File: src/rtl/snes_poll_scheduler.sv
// rtl/snes_poll_scheduler.sv - once-per-frame dual SNES/NES pad poll sequencer
module snes_poll_scheduler #(
    parameter int          CLK_DIV     = 300,
    parameter int          NUM_BITS    = 16,
    parameter logic [1:0]  SNES_CHOICE = 2'b10
) (
    input  logic                Clock,
    input  logic                NReset,
    input  logic                Frame_Start,
    input  logic [1:0]          Choice_Player1,
    input  logic [1:0]          Choice_Player2,
    input  logic                SNESData1,
    input  logic                SNESData2,
    output logic                NStrobe_Latch1,
    output logic                NStrobe_Latch2,
    output logic                NShift_Clock1,
    output logic                NShift_Clock2,
    output logic [NUM_BITS-1:0] Buttons1,
    output logic [NUM_BITS-1:0] Buttons2,
    output logic                Buttons_Valid,
    output logic                Busy,
    output logic                Overrun
);

    localparam int CNT_W = $clog2(2 * CLK_DIV);
    localparam int IDX_W = (NUM_BITS > 1) ? $clog2(NUM_BITS) : 1;
    localparam logic [CNT_W-1:0] LATCH_LAST = CNT_W'(2 * CLK_DIV - 1);
    localparam logic [CNT_W-1:0] PHASE_LAST = CNT_W'(CLK_DIV - 1);
    localparam logic [IDX_W-1:0] IDX_LAST   = IDX_W'(NUM_BITS - 1);

    typedef enum logic [2:0] {S_IDLE, S_LATCH, S_LOW, S_HIGH, S_DONE} state_t;

    state_t              state_q, state_d;
    logic [CNT_W-1:0]    cnt_q, cnt_d;
    logic [IDX_W-1:0]    idx_q, idx_d;
    logic                en1_q, en1_d, en2_q, en2_d;
    logic [1:0]          sync1_q, sync1_d, sync2_q, sync2_d;
    logic [NUM_BITS-1:0] shreg1_q, shreg1_d, shreg2_q, shreg2_d;
    logic [NUM_BITS-1:0] buttons1_q, buttons1_d, buttons2_q, buttons2_d;
    logic                latch1_q, latch1_d, latch2_q, latch2_d;
    logic                sclk1_q, sclk1_d, sclk2_q, sclk2_d;
    logic                valid_q, valid_d, busy_q, busy_d, overrun_q, overrun_d;

    // Next-state, phase timing and registered-output computation for the poll sequence
    always_comb begin
        state_d    = state_q;
        cnt_d      = cnt_q + 1'b1;
        idx_d      = idx_q;
        en1_d      = en1_q;
        en2_d      = en2_q;
        sync1_d    = {sync1_q[0], SNESData1};
        sync2_d    = {sync2_q[0], SNESData2};
        shreg1_d   = shreg1_q;
        shreg2_d   = shreg2_q;
        buttons1_d = buttons1_q;
        buttons2_d = buttons2_q;
        latch1_d   = latch1_q;
        latch2_d   = latch2_q;
        sclk1_d    = sclk1_q;
        sclk2_d    = sclk2_q;
        valid_d    = 1'b0;
        busy_d     = busy_q;
        // Any request that arrives outside IDLE is dropped and flagged
        overrun_d  = Frame_Start && (state_q != S_IDLE);

        case (state_q)
            S_IDLE: begin
                cnt_d = '0;
                if (Frame_Start) begin
                    en1_d    = (Choice_Player1 == SNES_CHOICE);
                    en2_d    = (Choice_Player2 == SNES_CHOICE);
                    idx_d    = '0;
                    latch1_d = en1_d;
                    latch2_d = en2_d;
                    busy_d   = 1'b1;
                    state_d  = S_LATCH;
                end
            end
            S_LATCH: begin
                if (cnt_q == LATCH_LAST) begin
                    cnt_d    = '0;
                    latch1_d = 1'b0;
                    latch2_d = 1'b0;
                    sclk1_d  = ~en1_q;
                    sclk2_d  = ~en2_q;
                    state_d  = S_LOW;
                end
            end
            S_LOW: begin
                if (cnt_q == PHASE_LAST) begin
                    // Sample at the end of the low phase, when the pad data has long settled
                    cnt_d           = '0;
                    shreg1_d[idx_q] = ~sync1_q[1];
                    shreg2_d[idx_q] = ~sync2_q[1];
                    sclk1_d         = 1'b1;
                    sclk2_d         = 1'b1;
                    state_d         = S_HIGH;
                end
            end
            S_HIGH: begin
                if (cnt_q == PHASE_LAST) begin
                    cnt_d = '0;
                    if (idx_q == IDX_LAST) begin
                        // Both words publish together so the consumer never sees a half-updated pair
                        buttons1_d = en1_q ? shreg1_q : '0;
                        buttons2_d = en2_q ? shreg2_q : '0;
                        valid_d    = 1'b1;
                        state_d    = S_DONE;
                    end else begin
                        idx_d   = idx_q + 1'b1;
                        sclk1_d = ~en1_q;
                        sclk2_d = ~en2_q;
                        state_d = S_LOW;
                    end
                end
            end
            S_DONE: begin
                cnt_d   = '0;
                busy_d  = 1'b0;
                state_d = S_IDLE;
            end
            default: begin
                cnt_d   = '0;
                state_d = S_IDLE;
            end
        endcase
    end

    // State and output registers; reset aborts any poll immediately
    always_ff @(posedge Clock or negedge NReset) begin
        if (!NReset) begin
            state_q    <= S_IDLE;
            cnt_q      <= '0;
            idx_q      <= '0;
            en1_q      <= 1'b0;
            en2_q      <= 1'b0;
            sync1_q    <= 2'b11;
            sync2_q    <= 2'b11;
            shreg1_q   <= '0;
            shreg2_q   <= '0;
            buttons1_q <= '0;
            buttons2_q <= '0;
            latch1_q   <= 1'b0;
            latch2_q   <= 1'b0;
            sclk1_q    <= 1'b1;
            sclk2_q    <= 1'b1;
            valid_q    <= 1'b0;
            busy_q     <= 1'b0;
            overrun_q  <= 1'b0;
        end else begin
            state_q    <= state_d;
            cnt_q      <= cnt_d;
            idx_q      <= idx_d;
            en1_q      <= en1_d;
            en2_q      <= en2_d;
            sync1_q    <= sync1_d;
            sync2_q    <= sync2_d;
            shreg1_q   <= shreg1_d;
            shreg2_q   <= shreg2_d;
            buttons1_q <= buttons1_d;
            buttons2_q <= buttons2_d;
            latch1_q   <= latch1_d;
            latch2_q   <= latch2_d;
            sclk1_q    <= sclk1_d;
            sclk2_q    <= sclk2_d;
            valid_q    <= valid_d;
            busy_q     <= busy_d;
            overrun_q  <= overrun_d;
        end
    end

    assign NStrobe_Latch1 = latch1_q;
    assign NStrobe_Latch2 = latch2_q;
    assign NShift_Clock1  = sclk1_q;
    assign NShift_Clock2  = sclk2_q;
    assign Buttons1       = buttons1_q;
    assign Buttons2       = buttons2_q;
    assign Buttons_Valid  = valid_q;
    assign Busy           = busy_q;
    assign Overrun        = overrun_q;

endmodule

File: config.mk
export PLATFORM = sky130hd
export DESIGN_NAME = snes_poll_scheduler
export DESIGN_NICKNAME = d
export VERILOG_FILES = /design/src/rtl/snes_poll_scheduler.sv
export SDC_FILE = /design/constraint.sdc
export NUM_CORES = 1
export LEC_CHECK = 0
export ABC_AREA = 1
export CAP_MARGIN = 20
export CORE_MARGIN = 1
export CORE_UTILIZATION = 30
export CTS_BUF_LIST = sky130_fd_sc_hd__clkbuf_4 sky130_fd_sc_hd__clkbuf_8
export CTS_CLUSTER_DIAMETER = 80
export CTS_CLUSTER_SIZE = 16
export DETAILED_ROUTE_END_ITERATION = 10
export SYNTH_ARGS = -nofsm -noshare
export SYNTH_HDL_FRONTEND = slang
export SYNTH_SLANG_ARGS = --single-unit
export TNS_END_PERCENT = 20
File: constraint.sdc
create_clock -name Clock -period 1.9 [get_ports Clock]
set_input_delay 0.475 -clock Clock [delete_from_list [all_inputs] [get_ports Clock]]
set_output_delay 0.475 -clock Clock [all_outputs]
set_load 0.05 [all_outputs]
==> impl_metrics.toml <==
[timing]
tightestPinTransition_ns = 0.652
fmax_ghz = 0.575
finalCritPeriodShare_pct = 91.5
drv_slew = 0
setup_viol = 0
tns_ns = 0
fin_crit_ns = 1.74
rsz0062_at_grt = "no"
slew_headroom_pct = 56.6
hold_viol = 0
final.setup_skew_ns = 0.00944

[cells_and_area]
regArea_um2 = 2360
nNetsFinal = 493
fillCellCount = 1357
drive_above_1_share_pct = 24.4
multiInputGateArea_um2 = 1550
area_delta_synth_final_pct = 19.2
final_area_um2 = 4890
antenna_cells = 0

[power_and_ir_drop]
cellLeakagePower_uw = 0.00221
pwr-share-clk_pct = 41.5
powerDensity_nw_per_um2 = 729
peakVddDrop_mv = 0.339
seqPwrFrac_pct = 56.6
p_sw_uw = 764
p_int_uw = 2800
power_switching_share_pct = 21.4
combPwrFrac_pct = 1.8

[floorplanning]
die_y_um = 119
dieArea_um2 = 14200
start_util_pct = 30.9
num_io_pins = 48
rows = 42
die_w_um = 119
core_area_um2 = 13300

[clock_tree]
cts_sinks = 94
cts_tree = "yes"
cts_resized = 0
ctsHoldBuffers = 0
clkLatencyLatePin_ns = 0.38
numCtsBuffers = 9
clock_tree.buffer_depth = 2
clockRootBuffer = "clkbuf_8"
cts_setup_buffers = 0
clkTransAtPathRegs_ns = 0.09
htreeDepth = 3

[worst_setup_path]
crit_path_max_fanout = 65
endpoint_kind = "register"
worstPathRequired_ns = 2.16
critPathKind = "reg -> reg"
rr_worst_depth = 7
regToRegSetupSlack_ns = 0.16
timing.rr.end = "Buttons2[15]"
r2r-start = "idx_q[1]"
cp.arrival_ns = 2.00
start_kind = "register"

[detailed_routing]
vias = 2941
post-route-drc-count = 0
drt.antenna.violating_nets = 0
first_pass_iters = 4
detail_route.wl_per_cell_um = 12.4
viasPerCell = 4.46
wl_mm = 8.16
drtIter0Drc = 189

[logic_synthesis]
ys_ff_latch = 94
mappedNetlistArea_um2 = 4110
synth_cells = 431
ys_warn_count = 0
yosysSeqAreaShare_pct = 57.4
syn_area_per_cell_um2 = 9.53
synth_nets = 445
synthDistinctLibCells = 30

[job]
drv_cap = 0

[placement]
postPlaceCellArea_um2 = 4670
dp_hpwl_mm = 5.52
placement.io_buffers = 47
routabilityCongestion = 0.844

[global_route]
grt_pass1_wl_mm = 14.2
grt_pass1_vias = 2906
track_usage_pct = 12.7
grt_start_max_net_pins = 95
overflow = 0
grt_antenna_before_repair = 0

[status]
status = "complete, no violations"

[hold_path]
hp-class = "in -> async"
[cell type report]
cell class              instances  share of cell area [%]
multi-input cells             297                    31.6
flip-flops and latches         94                    48.2
well taps                     176                    4.50
inverters                      26                    1.99
clock buffers                  10                    2.81
clock inverters                 6                    1.71
repair buffers                 51                    9.20
[synthesized netlist by cell type]
cell type,count,area share [%]
a21boi_0,1,0.18
a21oi_1,11,1.3
a22oi_1,1,0.18
and3_1,1,0.15
buf_4,1,0.18
buf_6,5,1.4
buf_8,1,0.37
clkbuf_1,7,0.64
dfrtp_1,88,54
dfstp_2,6,3.8
ha_1,5,1.5
inv_1,17,1.6
inv_2,9,0.82
nand2_1,141,13
nand2_2,4,0.61
nand3_1,19,2.3
nand3_2,9,2.2
nand3_4,1,0.43
nand3b_1,2,0.37
nand4_1,3,0.46
nor2_1,11,1.0
nor2_2,3,0.46
nor2_4,1,0.27
nor2_8,1,0.49
nor3_1,3,0.37
o21ai_0,6,0.73
o21ai_1,45,5.5
o21ai_2,24,5.1
xnor2_1,1,0.21
xor2_1,4,0.85
[critical path, stage by stage (launching register included)]
cell and delay, ns:
dfrtp_1 0.42, ha_1 0.36, nand2_2 0.13, nor2_2 0.13, nand4_1 0.15, buf_12 0.23, nand2_1 0.10, o21ai_1 0.06
[per-stage QoR]
stage                     util, %  hold WS, ns  std cells  worst slack, ns  total power, uW
after global routing         36.8        0.159        660           0.0195             3710
after CTS                    36.8        0.139        660            0.159             3630
after floorplan                 -        0.179        431            0.405             2060
after detailed placement     35.1        0.355        644            0.180             2130
final                        36.8        0.125        660            0.161             3570
after global placement       35.1        0.349        644            0.223             2130
[registers in the layout (all words and copies together) (netlist names), 2 cells and up]
signal,cells
cnt_q,10
Buttons2,16
state_q,3
sync2_q,2
shreg1_q,16
sync1_q,2
Buttons1,16
shreg2_q,16
idx_q,4
[placed cells by master, fill, tap and decap left out, drive strengths merged]
cell type	n
nand2	145
dfrtp	88
o21ai	75
buf	44
nand3	29
inv	27
nor2	16
a21oi	11
clkbuf	10
clkdlybuf4s50	7
dfstp	6
ha	5
xor2	4
nor3	3
nand4	3
clkinv	3
nand3b	2
bufinv	2
and3	1
a22oi	1
xnor2	1
a21boi	1
[power groups by stage]
stage	logic [uW]	clock network, uW	registers [uW]
after floorplan	6.47	0	2060
after global placement	68.0	0	2060
after detailed placement	69.6	0	2060
after CTS	69.7	1540	2020
after global routing	75.7	1610	2020
final	65.1	1480	2020
[worst max path at each step]
stage              from      endpoint  slack [ns]  cells past startpoint
4_1_cts        idx_q[0]   Buttons2[3]        0.16                      7
2_1_floorplan  idx_q[0]  Buttons1[10]        0.41                      8
3_3_place_gp   idx_q[0]   Buttons1[6]        0.22                      7
6_report       idx_q[1]  Buttons2[15]        0.16                      7
3_5_place_dp   idx_q[0]   Buttons2[3]        0.18                      7
5_1_grt        idx_q[1]  Buttons2[15]        0.02                      7
[cells by family after synthesis]
family | synth area share [%]
compound gates | 13.0
xor+xnor | 1.07
fa+ha+maj | 1.52
buf+inv | 4.93
flops | 57.4
simple gates | 22.0
[routing by layer]
metal / wire (um) / global-route usage, %
met1: 3910 / 17.1
met2: 3680 / 18.5
met3: 381 / 3.50
met4: 185 / 6.65
met5: 0 / 0
No activity file was read; power rests on OpenSTA's default activity.
==> patch: new RTL, config.mk and constraints unchanged <==
Put one more register stage on the output `Buttons_Valid`, with the module's reset. The value now appears one clock later. The other outputs are not delayed to match.
--- a/src/rtl/snes_poll_scheduler.sv
+++ b/src/rtl/snes_poll_scheduler.sv
@@ -175,7 +175,13 @@
     assign NShift_Clock2  = sclk2_q;
     assign Buttons1       = buttons1_q;
     assign Buttons2       = buttons2_q;
-    assign Buttons_Valid  = valid_q;
+    always_ff @(posedge Clock or negedge NReset) begin
+        if (!NReset) begin
+            Buttons_Valid <= '0;
+        end else begin
+            Buttons_Valid <= valid_q;
+        end
+    end
     assign Busy           = busy_q;
     assign Overrun        = overrun_q;
 
Behaviour: no difference found for any inputs over 10 cycles, from zero or initial values and one cycle with NReset low; that may be too few to reach the edited logic, so the function may still have changed.
==> patch against the original RTL <==
Wire length increased by 8.3%; cell area increased by 2.9%; via count up 6.4%; total power down 5.6%; worst hold slack lost 0.12 ns; sequential cell count is 1 higher; synthesized area is 1.7% higher; setup slack got worse by 0.0071 ns.
==> patch: results (changes against the original RTL) <==
outcome = finished clean
drt initial violations = 129 (-32%)
CTS Buffer Depth = 2 (unchanged)
ys async rst share = 100% (unchanged)
CTS Buf Count = 9 (unchanged)
WP data arrival = 2.01 ns
max_slew headroom = 72.0% (+15 points)
Static Leakage = 0.00230 uW (+4.3%)
via count = 3128 (+6.4%)
port bufs = 47 (unchanged)
worst vdd ir = 0.317 mV (-6.3%)
Clock Skew = 0.0123 ns (+0.00283 ns)
ys flop type = dfrtp_1
global-route usage over all layers = 13.3% (+0.57 points)
Synth area leaders = dfrtp_1 (53%), nand2_1 (13%), o21ai_2 (5.0%), dfstp_2 (3.8%), o21ai_1 (3.5%)
max_cap viols = 0 (unchanged)
Pint = 2560 uW (-8.6%)
global-route wire length before repair = 14900 um (+5.4%)
Yosys warning count = 0 (unchanged)
H-tree depth = 3 (unchanged)
synth unique cells = 33 (+10%)
drt total wl = 8840 um (+8.3%)
final setup vio count = 0 (unchanged)
Fillers = 1358 (+0.074%)
GP Congestion = 0.854 (+1.1%)
share of cells above drive strength 1 = 26.2% (+1.8 points)
vias in the first global route = 3092 (+6.4%)
fraction of the yosys area taken by sequential cells = 57.1% (-0.38 points)
dpl hpwl = 6220 um (+13%)
final net count = 509 (+3.2%)
largest net degree at the start of global routing = 45 (-53%)
r2r worst-path depth = 7 (unchanged)
post-synthesis net count = 446 (+0.22%)
Post-synth top cells = nand2_1 (142), dfrtp_1 (89), o21ai_1 (29)
Pre-antenna DRT Iters = 4 (unchanged)
worst-path maximum fanout = 17 (-74%)
hold crit path type = input port to async pin
patch: cell families (layout without fill, tap and decap cells):
logic type | Yosys count | after routing | synth area share (%)
flops | 95 | 95 | 57.1
fa+ha+maj | 5 | 5 | 1.50
compound gates | 88 | 88 | 13.0
buf+inv | 40 | 107 | 5.27
simple gates | 198 | 199 | 21.9
xor+xnor | 6 | 6 | 1.26
patch: final cells by class:
| class | count | area (um^2) | share of cell area [%] |
|---|---|---|---|
| clock buffer | 10 | 131 | 2.61 |
| inverter | 24 | 90.1 | 1.79 |
| tap | 176 | 220 | 4.37 |
| multi-input combinational | 298 | 1590 | 31.6 |
| sequential | 95 | 2390 | 47.4 |
| clock inverter | 6 | 46.3 | 0.919 |
| timing repair buffer | 67 | 571 | 11.3 |
patch: metrics by stage:
stage / setup slack [ns] / area [um^2] / cells / hold slack, ns / total power (uW)
final: 0.154 / 5040 / 676 / 0.00616 / 3370
after global routing: 0.0365 / 5040 / 676 / 0.0132 / 3510
after CTS: 0.0528 / 4990 / 670 / 0.00328 / 3420
after detailed placement: 0.0554 / 4810 / 654 / 0.348 / 2190
after global placement: 0.123 / 4810 / 654 / 0.341 / 2190
after floorplan: 0.343 / 4180 / 432 / 0.179 / 2100
patch: power groups by stage:
stage | clock [uW] | sequential, uW | combinational, uW
detailed placement | 0 | 2090 | 96.2
finish | 1220 | 2050 | 92.1
CTS | 1270 | 2050 | 96.5
global route | 1360 | 2050 | 105
global placement | 0 | 2090 | 94.8
floorplan | 0 | 2090 | 17.6
patch: what timing repair did:
action / 4_1_cts / 5_1_grt
setup endpoints to repair: 0 / 42
buffers inserted: 0 / 5
gates resized for setup: 0 / 2
hold endpoints to repair: 0 / 0
patch: path summary, 6_finish.rpt:
check,start,endpoint,slack [ns]
setup / recovery,state_q[2]$_DFFE_PN0P_,Buttons2[2]$_DFFE_PN0P_,0.15
hold / removal,NReset,shreg2_q[11]$_DFFE_PN0P_,0.006
setup reg to reg,state_q[2]$_DFFE_PN0P_,Buttons2[2]$_DFFE_PN0P_,0.15
hold reg to reg,sync2_q[0]$_DFF_PN1_,sync2_q[1]$_DFF_PN1_,0.36
max in group asynchronous,NReset,sync2_q[0]$_DFF_PN1_,1.26
min in group Clock,sync2_q[0]$_DFF_PN1_,sync2_q[1]$_DFF_PN1_,0.36
patch: metal layers:
| metal | track usage (%) | wire length [um] | share of wire [%] |
|---|---|---|---|
| met5 | 0 | 0 | 0 |
| met4 | 5.47 | 196 | 2.2 |
| met3 | 4.23 | 471 | 5.3 |
| met2 | 20.7 | 4150 | 47 |
| met1 | 16.9 | 4030 | 46 |
patch: critical path, cell delays in order (launching register included):
cell,delay (ns)
dfrtp_1,0.45
inv_1,0.14
nand3_1,0.14
nor2_2,0.20
nand4_4,0.26
buf_4,0.30
nand2_1,0.09
o21ai_2,0.05
